[config.mk]
export PLATFORM = sky130hd
export DESIGN_NAME = div_unit
export DESIGN_NICKNAME = d
export VERILOG_FILES = /design/src/rtl/div_unit_pkg.sv /design/src/rtl/div_sub_step.sv /design/src/rtl/div_unit.sv
export SDC_FILE = /design/constraint.sdc
export NUM_CORES = 1
export LEC_CHECK = 0
export ABC_AREA = 1
export BUFFER_PORTS_ARGS = -buffer_cell sky130_fd_sc_hd__clkbuf_2
export CORE_MARGIN = 2
export CORE_UTILIZATION = 45
export DETAILED_ROUTE_END_ITERATION = 7
export PLACE_DENSITY = 0.78
export SLEW_MARGIN = 10
export SYNTH_ARGS = -nofsm -noshare
export SYNTH_HDL_FRONTEND = slang
export SYNTH_SLANG_ARGS = --single-unit
[constraint.sdc]
create_clock -name clk -period 3.8 [get_ports clk]
set_input_delay 0.76 -clock clk [delete_from_list [all_inputs] [get_ports clk]]
set_output_delay 0.76 -clock clk [all_outputs]
set_load 0.01 [all_outputs]
[src/rtl/div_unit_pkg.sv]
// Shared state codes and flag values for the multi-cycle divider.
package div_unit_pkg;

    typedef enum logic [1:0] {
        DIV_FREE    = 2'b00,
        DIV_BY_ZERO = 2'b01,
        DIV_ON      = 2'b10,
        DIV_END     = 2'b11
    } div_state_e;

    localparam logic DIV_RESULT_READY     = 1'b1;
    localparam logic DIV_RESULT_NOT_READY = 1'b0;
    localparam logic DIV_START            = 1'b1;
    localparam logic DIV_STOP             = 1'b0;

endpackage

[src/rtl/div_sub_step.sv]
// One restoring-division step: trial-subtract the divisor from the shifted
// partial remainder and keep the difference only when it does not go negative.
module div_sub_step #(
    parameter int WIDTH = 32
) (
    input  logic [WIDTH:0]   i_rem,
    input  logic [WIDTH-1:0] i_divisor,
    output logic [WIDTH-1:0] o_next_rem,
    output logic             o_quo_bit
);

    logic [WIDTH-1:0] w_diff;

    // The true difference is smaller than the divisor whenever it is kept,
    // so the low WIDTH bits of a wrapping subtract are exact.
    assign w_diff     = i_rem[WIDTH-1:0] - i_divisor;
    assign o_quo_bit  = (i_rem >= {1'b0, i_divisor});
    assign o_next_rem = o_quo_bit ? w_diff : i_rem[WIDTH-1:0];

endmodule

[src/rtl/div_unit.sv]
// Radix-2 restoring divider for DIV/DIVU beside the execute stage.
// result_o = {remainder, quotient}, valid while ready_o is high.
// Handshake: the requester raises start_i with operands and holds it until it
// sees ready_o; the result stays presented until start_i drops (or annul_i),
// and the edge that sees start_i low clears ready_o and result_o.
module div_unit
    import div_unit_pkg::*;
#(
    parameter int WIDTH = 32,
    parameter int CNT_W = 6
) (
    input  logic               clk,
    input  logic               rst,
    input  logic               signed_div_i,
    input  logic [WIDTH-1:0]   opdata1_i,
    input  logic [WIDTH-1:0]   opdata2_i,
    input  logic               start_i,
    input  logic               annul_i,
    output logic [2*WIDTH-1:0] result_o,
    output logic               ready_o
);

    div_state_e         r_state;
    div_state_e         w_next_state;
    logic [CNT_W-1:0]   r_cnt;
    logic [WIDTH-1:0]   r_rem;
    logic [WIDTH-1:0]   r_quo;
    logic [WIDTH-1:0]   r_divisor;
    logic               r_quo_neg;
    logic               r_rem_neg;
    logic [2*WIDTH-1:0] r_result;
    logic               r_ready;

    logic               w_a_neg;
    logic               w_b_neg;
    logic [WIDTH-1:0]   w_a_abs;
    logic [WIDTH-1:0]   w_b_abs;
    logic               w_req;
    logic               w_last;
    logic [WIDTH-1:0]   w_next_rem;
    logic               w_quo_bit;
    logic [WIDTH-1:0]   w_next_quo;
    logic [WIDTH-1:0]   w_fix_quo;
    logic [WIDTH-1:0]   w_fix_rem;

    // Operand magnitudes and signs; only meaningful on the FREE->ON edge.
    assign w_a_neg = signed_div_i & opdata1_i[WIDTH-1];
    assign w_b_neg = signed_div_i & opdata2_i[WIDTH-1];
    assign w_a_abs = w_a_neg ? -opdata1_i : opdata1_i;
    assign w_b_abs = w_b_neg ? -opdata2_i : opdata2_i;

    assign w_req  = (start_i == DIV_START) && !annul_i;
    assign w_last = (r_cnt == CNT_W'(WIDTH - 1));

    // The step sees the remainder shifted left with the next dividend bit.
    div_sub_step #(.WIDTH(WIDTH)) u_step (
        .i_rem      ({r_rem, r_quo[WIDTH-1]}),
        .i_divisor  (r_divisor),
        .o_next_rem (w_next_rem),
        .o_quo_bit  (w_quo_bit)
    );

    assign w_next_quo = {r_quo[WIDTH-2:0], w_quo_bit};
    assign w_fix_quo  = r_quo_neg ? -w_next_quo : w_next_quo;
    assign w_fix_rem  = r_rem_neg ? -w_next_rem : w_next_rem;

    // State register.
    always_ff @(posedge clk) begin
        if (!rst) r_state <= DIV_FREE;
        else      r_state <= w_next_state;
    end

    // Next-state decode; annul wins over stepping and completion.
    always_comb begin
        w_next_state = r_state;
        case (r_state)
            DIV_FREE: begin
                if (w_req) w_next_state = (opdata2_i == '0) ? DIV_BY_ZERO : DIV_ON;
            end
            DIV_BY_ZERO: w_next_state = DIV_END;
            DIV_ON: begin
                if (annul_i)     w_next_state = DIV_FREE;
                else if (w_last) w_next_state = DIV_END;
            end
            DIV_END: begin
                if (start_i == DIV_STOP || annul_i) w_next_state = DIV_FREE;
            end
            default: w_next_state = DIV_FREE;
        endcase
    end

    // Datapath: latch operands, iterate, sign-fix and present the result.
    always_ff @(posedge clk) begin
        if (!rst) begin
            r_cnt     <= '0;
            r_rem     <= '0;
            r_quo     <= '0;
            r_divisor <= '0;
            r_quo_neg <= 1'b0;
            r_rem_neg <= 1'b0;
            r_result  <= '0;
            r_ready   <= DIV_RESULT_NOT_READY;
        end else begin
            case (r_state)
                DIV_FREE: begin
                    r_result <= '0;
                    r_ready  <= DIV_RESULT_NOT_READY;
                    if (w_req && opdata2_i != '0) begin
                        r_cnt     <= '0;
                        r_rem     <= '0;
                        r_quo     <= w_a_abs;
                        r_divisor <= w_b_abs;
                        r_quo_neg <= w_a_neg ^ w_b_neg;
                        r_rem_neg <= w_a_neg;
                    end
                end
                DIV_BY_ZERO: begin
                    r_result <= '0;
                    r_ready  <= DIV_RESULT_READY;
                end
                DIV_ON: begin
                    if (!annul_i) begin
                        r_rem <= w_next_rem;
                        r_quo <= w_next_quo;
                        r_cnt <= r_cnt + CNT_W'(1);
                        if (w_last) begin
                            r_result <= {w_fix_rem, w_fix_quo};
                            r_ready  <= DIV_RESULT_READY;
                        end
                    end
                end
                DIV_END: begin
                    if (start_i == DIV_STOP || annul_i) begin
                        r_result <= '0;
                        r_ready  <= DIV_RESULT_NOT_READY;
                    end
                end
                default: begin
                    r_result <= '0;
                    r_ready  <= DIV_RESULT_NOT_READY;
                end
            endcase
        end
    end

    assign result_o = r_result;
    assign ready_o  = r_ready;

endmodule

**Yosys cells after proc, flatten, opt, wreduce, memory -nomap -nowiden**

Cells that the tools add are included.

- Register bits after elaboration: 171
- Input bits: 69
- Output and inout port bits: 65

- Add/subtract/negate cells: 6
- Order comparisons: 1
- Equality and inequality tests: 10
- Mux-type cells: 28
- Bitwise operators: 4
- Reductions and logical operators: 13

Operators by type and width:

| kind | number |
|---|---|
| $mux 32 | 9 |
| $mux 64 | 3 |
| $pmux 64 s3 | 1 |
| $neg 32->32 | 4 |
| $pmux 32 s2 | 2 |
| $ge 33x32->1 | 1 |
| $logic_not 32->1 | 1 |
| $reduce_bool 32->1 | 1 |
| $sub 32x32->32 | 1 |
| $mux 6 | 2 |
| $pmux 6 s2 | 1 |
| $mux 2 | 5 |
| $ne 2x2->1 const B | 5 |
| $reduce_and 3->1 | 3 |
| $pmux 2 s4 | 1 |
| $add 6x1->6 const B | 1 |
| $eq 6x5->1 const B | 1 |
| $eq 2x2->1 const B | 2 |
| $pmux 1 s4 | 1 |
| $mux 1 | 3 |
| $ne 3x3->1 const B | 1 |
| $and 1x1->1 | 2 |
| $eq 2x1->1 const B | 1 |
| $logic_and 1x1->1 | 2 |
| 8 further kinds | 8 |

**Depth between registers and ports, before layout**

Gate-level depths: netlist (run 1).

- Depth in word-level cells: 7
- Mapped depth: 29

**Hierarchy**

Synthesis (run 1) repeated with hierarchy kept, for this count alone.

- Cell total of the unflattened synthesis: 2,368
- Area, all modules: 14,054.7 um^2

By module, submodules not included:

| module | instances | cells each | area each (um^2) | sequential area each (um^2) |
|---|---|---|---|---|
| div_unit | 1 | 1,718 | 10,865.4 | 3,423.3 |
| div_sub_step | 1 | 650 | 3,189.3 | 0.0 |

**Worst setup path after synthesis (run 1)**

Ideal clock, no wire load.

- Kind: register to register
- From: register r_divisor[8]
- To: register r_result[24], in the netlist result_o[24]
- Library setup time: 0.132 ns
- Arrival time: 3.427 ns
- Required time: 3.668 ns
- Path slack: 0.241 ns
- Stages on the path, launching flop included: 26
- Period minus slack after synthesis: 3.559 ns
- Cells stage by stage: dfxtp_1 -> inv_1 -> ha_1 -> nand2_2 -> inv_2 -> a21oi_2 -> nand3_2 -> nand2_2 -> nand2_2 -> nand2_4 -> nand2_8 -> buf_12 -> inv_4 -> ha_1 -> nand3_1 -> nor3_1 -> nand3_1 -> nor3_2 -> nand2_1 -> nor3b_1 -> nand3_1 -> nor2_1 -> nor2_1 -> or2_2 -> nand3_1 -> a21oi_1

- Word-level cells in the longest chain between the ends: 6

Ends and longest elaborated chain:

| item | RTL line | text |
|---|---|---|
| from (decl) | div_unit.sv:28 | `logic [WIDTH-1:0] r_divisor;` |
| from (signal assigned) | div_unit.sv:112 | `r_divisor <= w_b_abs;` |
| $ge 33x32->1 | div_sub_step.sv:17 | `assign o_quo_bit = (i_rem >= {1'b0, i_divisor});` |
| $neg 32->32 | div_unit.sv:64 | `assign w_fix_quo = r_quo_neg ? -w_next_quo : w_next_quo;` |
| $mux 32 | div_unit.sv:64 |  |
| $mux 64 | div_unit.sv:126 | `if (w_last) begin` |
| $mux 64 | div_unit.sv:122 | `if (!annul_i) begin` |
| $pmux 64 s3 | div_unit.sv:104 | `case (r_state)` |
| to (signal assigned) | div_unit.sv:127 | `r_result <= {w_fix_rem, w_fix_quo};` |
| to (decl) | div_unit.sv:31 | `logic [2*WIDTH-1:0] r_result;` |

Every way passes these cells. The select of a mux whose other input is x is not followed.
A chain may end at the register's enable or synchronous reset.

**Worst setup path in the final report (run 1)**

- From: register r_rem[27]
- To: register r_result[26], in the netlist result_o[26]

- Word-level cells in the longest chain between the ends: 6

Ends and longest elaborated chain:

| item | RTL line | text |
|---|---|---|
| from (decl) | div_unit.sv:26 | `logic [WIDTH-1:0] r_rem;` |
| from (signal assigned) | div_unit.sv:123 | `r_rem <= w_next_rem;` |
| $ge 33x32->1 | div_sub_step.sv:17 |  |
| $neg 32->32 | div_unit.sv:64 |  |
| $mux 32 | div_unit.sv:64 |  |
| $mux 64 | div_unit.sv:126 |  |
| $mux 64 | div_unit.sv:122 |  |
| $pmux 64 s3 | div_unit.sv:104 |  |

Every way passes these cells. The select of a mux whose other input is x is not followed.

==> results of run 1 <==
## final cells by class
cell class	count	area, um2	share of cell area
multi-input combinational	1536	8222	0.5621
sequential	171	3452	0.2360
timing repair buffer	182	1057	0.07228
inverter	231	870.8	0.05953
tap	341	426.7	0.02917
clock buffer	17	425.4	0.02908
clock inverter	15	173.9	0.01189
## timing repair
item | in CTS | in global routing
resized for setup | 0 | 108
buffers inserted | 0 | 4
endpoints found under the setup margin | 0 | 22
hold endpoints to repair | 0 | 0
## final timing paths
| kind | start | to | cells past startpoint |
|---|---|---|---|
| worst max-delay path | r_rem[27]$_SDFFE_PN0P_ | result_o[26]$_SDFFE_PN0P_ | 23 |
| worst min-delay path | result_o[1]$_SDFFE_PN0P_ | result_o[1]$_SDFFE_PN0P_ | 2 |
| worst max register to register | r_rem[27]$_SDFFE_PN0P_ | result_o[26]$_SDFFE_PN0P_ | 23 |
| worst min register to register | result_o[1]$_SDFFE_PN0P_ | result_o[1]$_SDFFE_PN0P_ | 2 |
## cell usage after synthesis (6+ instances only)
master,number
nand2_1,558
inv_1,213
a21oi_1,208
nor2_1,194
dfxtp_1,171
nand3_1,136
o21ai_0,131
clkbuf_1,60
xor2_1,46
ha_1,41
nor3_1,24
nand2_2,23
nand4_1,22
a211oi_1,19
xnor2_1,19
inv_2,12
nor4_1,10
or2_2,9
a31oi_1,8
nor2_2,8
o21ai_1,8
nand3b_1,7
a21oi_2,6
nand3_2,6
## cells by family (layout without fill, tap and decap cells)
logic type               after synthesis  in the layout  share of synthesized area
AND/OR/NAND/NOR                     1017           1017                     0.3564
AO/OA/AOI/OAI                        412            412                     0.1812
buffers and inverters                305            445                    0.09643
flip-flops                           171            171                     0.2768
XOR/XNOR                              65             65                    0.04604
adder cells (fa/ha/maj)               42             42                    0.04310
## sequential cells by signal, summed over array words and instances, names as in the netlist
name       flops
ready_o        1
r_divisor     32
result_o      64
r_quo_neg      1
r_state        2
r_quo         32
r_cnt          6
r_rem         32
r_rem_neg      1
## placed cells by master (no fill, tap or decap), types with 6 or more instances in the layout
cell type | netlist | final
nand2_1 | 558 | 542
a21oi_1 | 208 | 205
inv_1 | 213 | 203
nor2_1 | 194 | 192
dfxtp_1 | 171 | 148
clkbuf_2 | 0 | 133
nand3_1 | 136 | 132
o21ai_0 | 131 | 130
xor2_1 | 46 | 46
buf_4 | 0 | 46
nand2_2 | 23 | 37
ha_4 | 0 | 27
nor3_1 | 24 | 23
dfxtp_2 | 0 | 23
nand4_1 | 22 | 22
inv_2 | 12 | 21
a211oi_1 | 19 | 19
xnor2_1 | 19 | 19
clkbuf_16 | 0 | 17
nand3_2 | 6 | 10
nor4_1 | 10 | 10
ha_1 | 41 | 10
nor2_2 | 8 | 9
o21ai_1 | 8 | 9
or2_2 | 9 | 9
a31oi_1 | 8 | 8
nand3b_1 | 7 | 7
a21oi_2 | 6 | 6
nor2_4 | 5 | 6
## routing by layer
layer | part of all wire | wire length [um] | vias to the layer above
li1 | - | - | 6829
met1 | 0.44 | 19380 | 6397
met2 | 0.44 | 19210 | 604
met3 | 0.077 | 3383 | 109
met4 | 0.039 | 1703 | 0
met5 | 0 | 0 | -
## critical path, cell delays in order, from the launching register on
cell and delay [ns]:
dfxtp_1 0.37, ha_2 0.34, a21oi_4 0.16, nand2_1 0.08, a21oi_2 0.13, nand2_2 0.10
nor2_8 0.16, nand2_8 0.07, inv_4 0.07, ha_4 0.15, nand3_2 0.10, nor3_2 0.21
nand3_1 0.13, nor3_2 0.22, nand2_1 0.11, nor3b_2 0.23, nand3_2 0.15, nor2_4 0.14
nand2_1 0.08, nand2_2 0.08, inv_1 0.07, a21oi_2 0.13, o21ai_1 0.08, a21oi_1 0.14
## where the power goes
part,switching (mW),total (mW),internal (mW)
registers,0.271,2.31,2.04
logic,2.69,3.96,1.27
clock network,0.924,1.81,0.891
## stage by stage
step	utilization	instance area (um2)	hold slack, ns	power (mW)	std cells
global route	0.5428	14630	0.4639	8.620	2493
floorplan	-	12370	0.4301	4.888	2012
CTS	0.5229	14090	0.4561	7.808	2489
finish	0.5428	14630	0.4480	8.086	2493
detailed placement	0.5007	13490	0.4420	6.001	2457
global placement	0.5007	13490	0.4333	5.958	2457
==> results.toml, run 1 <==
[outcome]
outcome = "finished, final reports clean"

[global_routing]
grt_max_degree = 77
antenna_found_initial = 0
grt_pass1_wl_mm = 68.04
met2_usage = 0.4770
grt_use_met1 = 0.4160
grt_pass1_vias = 12720
grt_usage = 0.2992
grt_busiest_layer = "met2"
overflow = 0
grt_use_met3 = 0.03498

[routing]
routed_wl_mm = 43.68
first_iter_violations = 1298
routed_via_density = 5.591
dr.pass1.iters = 7
vias = 13940
drc = 0
antenna_left = 0
routedWlPerCell_um = 17.52

[layout]
finalNetCount = 2250
syn2layout_area_growth_pct = 18.29
fill_cells = 2671
diodes = 0
drive_gt1_frac = 0.1803

[yosys]
synthTopCellsByArea = "dfxtp_1 (28%), nand2_1 (17%), a21oi_1 (8.4%)"
synthCells = 2012
synth_cell_types = 57
netlist.area_leader.share = 0.2768
synthFlopType = "dfxtp_1"
synth_nets = 2123
yosysSeqAreaShare = 0.2768
netlist_area_mm2 = 0.01237
ys_ff_latch = 171
synthArstFlopShare = 0
yosys_warnings = 0
synth-edff-count = 0
syn_area_per_cell_um2 = 6.146
synth_area_leader_cell = "dfxtp_1"

[sta]
relSlewSlack = 0.2110
layout_setup_ws_ns = 0.2126
worst_pin_slew_ns = 1.182
fin_skew_ns = 0.01762
setup_viol = 0
final_hold_viol_count = 0
fin_tns_setup_ns = 0
post-route-min-period_ns = 3.587
max_freq_mhz = 278.8
finalMaxSlewViolations = 0
finalCritPeriodShare = 0.9440

[die]
start_util = 0.4588
core_region_area_mm2 = 0.02695
rows = 60
pin_count = 134
die_area_mm2 = 0.02882
die_w_um = 169.8
die_y_um = 169.8

[critical_path]
path_max_fanout = 6
worstPathArrival_ns = 3.96
critical_path_class = "reg -> reg"
r2r_setup_slack_ns = 0.21
worstSetupStartpointType = "register"
endpoint_kind = "register"
required_ns = 4.17

[placed_design]
port_buffers = 133
hpwlAfterDp_mm = 33.03
gp_congestion = 0.9916
detailedPlace.worstSlack_ns = 0.08308

[clocking]
cts_tree = "yes"
cts_buffers = 17
path_clk_slew_ns = 0.08
cts.sinks = 171
hold_buffers = 0
cts_buffer_depth = 2
htree_levels = 4
cts_root_buf = "clkbuf_16"
clk_latency_ns = 0.45

[pwr]
vdd_ir_drop_max_uv = 497.7
powerDensity_mw_per_mm2 = 552.8
power.leakage_nw = 6.841

[flow_run]
drv_cap = 0

[worst_hold_path]
hp-class = "reg -> reg"
No activity file was read; power rests on OpenSTA's default activity.
==> run 2: changes to the inputs <==
Settings changed: BUFFER_PORTS_ARGS -buffer_cell sky130_fd_sc_hd__clkbuf_2 to -buffer_cell sky130_fd_sc_hd__buf_2.
==> run 2 against run 1 <==
Core utilization down 1.3 points. Cell count about the same. Clock power up 2%. Fmax up 0.43%. Die area unchanged. Hold slack better by 0.0014 ns. Register-to-register slack better by 0.02 ns. Largest cell class unchanged. Largest power group unchanged.
==> results.toml, run 2 (synthesis gave the netlist of run 1 again) <==
[global_routing]
antenna_found_initial = 0
grt_usage = 0.2939
grt_pass1_vias = 12530
grt_pass1_wl_mm = 66.88
overflow = 0
grt_max_degree = 71

[clocking]
clk_latency_ns = 0.45
cts.sinks = 171
cts_tree = "yes"
htree_levels = 4
cts_buffer_depth = 2
cts_root_buf = "clkbuf_16"
path_clk_slew_ns = 0.08
cts_buffers = 17

[layout]
final_cell_mix = "nand2_1 (551), inv_1 (213), a21oi_1 (208), nor2_1 (190), dfxtp_1 (169)"
utilization = 0.5293
finalNetCount = 2248
drive_gt1_frac = 0.1502
layout_commonest_cell = "nand2_1"
diodes = 0
largest_reg_flops = 64
syn2layout_area_growth_pct = 15.36

[placed_design]
port_buffers = 133
gp_congestion = 0.9591
hpwlAfterDp_mm = 32.82

[pwr]
vdd_ir_drop_max_uv = 691.4
power.leakage_nw = 6.860
powerDensity_mw_per_mm2 = 560.6

[routing]
routedWlPerCell_um = 17.09
drc = 0
antenna_left = 0
routed_wl_mm = 42.58
first_iter_violations = 1365
vias = 13800
routed_via_density = 5.540
dr.pass1.iters = 5

[worst_hold_path]
hp-class = "reg -> reg"

[critical_path]
required_ns = 4.18
endpoint_kind = "register"
path_max_fanout = 25
critical_path_class = "reg -> reg"
worstSetupStartpointType = "register"
worstPathArrival_ns = 3.95

[die]
die_w_um = 169.8
start_util = 0.4588
pin_count = 134
core_region_area_mm2 = 0.02695
die_area_mm2 = 0.02882
rows = 60
die_y_um = 169.8

[sta]
rsz0062_at_grt = "yes"
setup_viol = 0
worst_pin_slew_ns = 0.8032
relSlewSlack = 0.4637
post-route-min-period_ns = 3.572
finalMaxSlewViolations = 0
fin_tns_setup_ns = 0
fin_skew_ns = 0.01502
finalCritPeriodShare = 0.9400
final_hold_viol_count = 0
max_freq_mhz = 279.9

[outcome]
outcome = "finished, final reports clean"

[flow_run]
drv_cap = 0
[run 2: critical path, cell delays in order (launching register included)]
cell and delay, ns:
dfxtp_1 0.33, inv_1 0.04, ha_1 0.37, nand2_1 0.11
nor2_1 0.30, nand3_1 0.12, nor2_1 0.12, nand2_1 0.07
nand2_2 0.12, nor2_8 0.05, nand2_8 0.08, buf_8 0.21
nand2_1 0.11, o21ai_2 0.09, ha_1 0.18, inv_1 0.07
nor2_4 0.15, inv_1 0.05, nor2_1 0.18, nand3_1 0.15
nand2_2 0.18, nand3_1 0.09, nand2_1 0.07, nand3_1 0.10
a21oi_1 0.14
[run 2: cell type report]
class / instances / area [um2]
clock buffers: 17 / 425.4
well taps: 341 / 426.7
clock inverters: 15 / 195.2
inverters: 231 / 870.8
flip-flops and latches: 171 / 3426
fillers: 2678 / 12690
repair buffers: 180 / 1046
multi-input cells: 1536 / 7875
[run 2: stage by stage]
step                      total power, mW  hold slack (ns)  cells  area [um2]  setup slack (ns)
after CTS                           7.866           0.4496   2491       14130           0.01731
after global routing                8.520           0.4731   2491       14260          -0.01198
after global placement              5.970           0.4309   2459       13510            0.1246
final                               7.997           0.4494   2491       14260            0.2279
after detailed placement            6.007           0.4369   2459       13510           0.05174
after floorplan                     4.888           0.4301   2012       12370            0.2412
[run 2: power breakdown]
group / switching [mW] / total [mW] / internal (mW)
Combinational: 2.65 / 3.85 / 1.20
Sequential: 0.260 / 2.29 / 2.03
Clock: 0.900 / 1.85 / 0.954
Total: 3.81 / 8.00 / 4.19
[run 2: repair_timing]
action / CTS / global route
setup buffers: 0 / 0
gates resized for setup: 0 / 33
endpoints found under the setup margin: 0 / 30
hold buffers: 0 / 0
hold endpoints to repair: 0 / 0
[run 2: worst paths after layout]
path | startpoint | to | slack (ns) | depth (start not counted)
min reg2reg | result_o[4]$_SDFFE_PN0P_ | result_o[4]$_SDFFE_PN0P_ | 0.45 | 2
min | result_o[4]$_SDFFE_PN0P_ | result_o[4]$_SDFFE_PN0P_ | 0.45 | 2
max | r_divisor[7]$_SDFFE_PN0P_ | result_o[62]$_SDFFE_PN0P_ | 0.23 | 24
max reg2reg | r_divisor[7]$_SDFFE_PN0P_ | result_o[62]$_SDFFE_PN0P_ | 0.23 | 24
[run 2: per-layer routing]
metal	wire, um	GRT usage	vias to the layer above
li1	-	-	6802
met1	19430	0.4096	6362
met2	18840	0.4694	563
met3	3002	0.03382	74
met4	1305	0.1052	0
met5	0	0	-
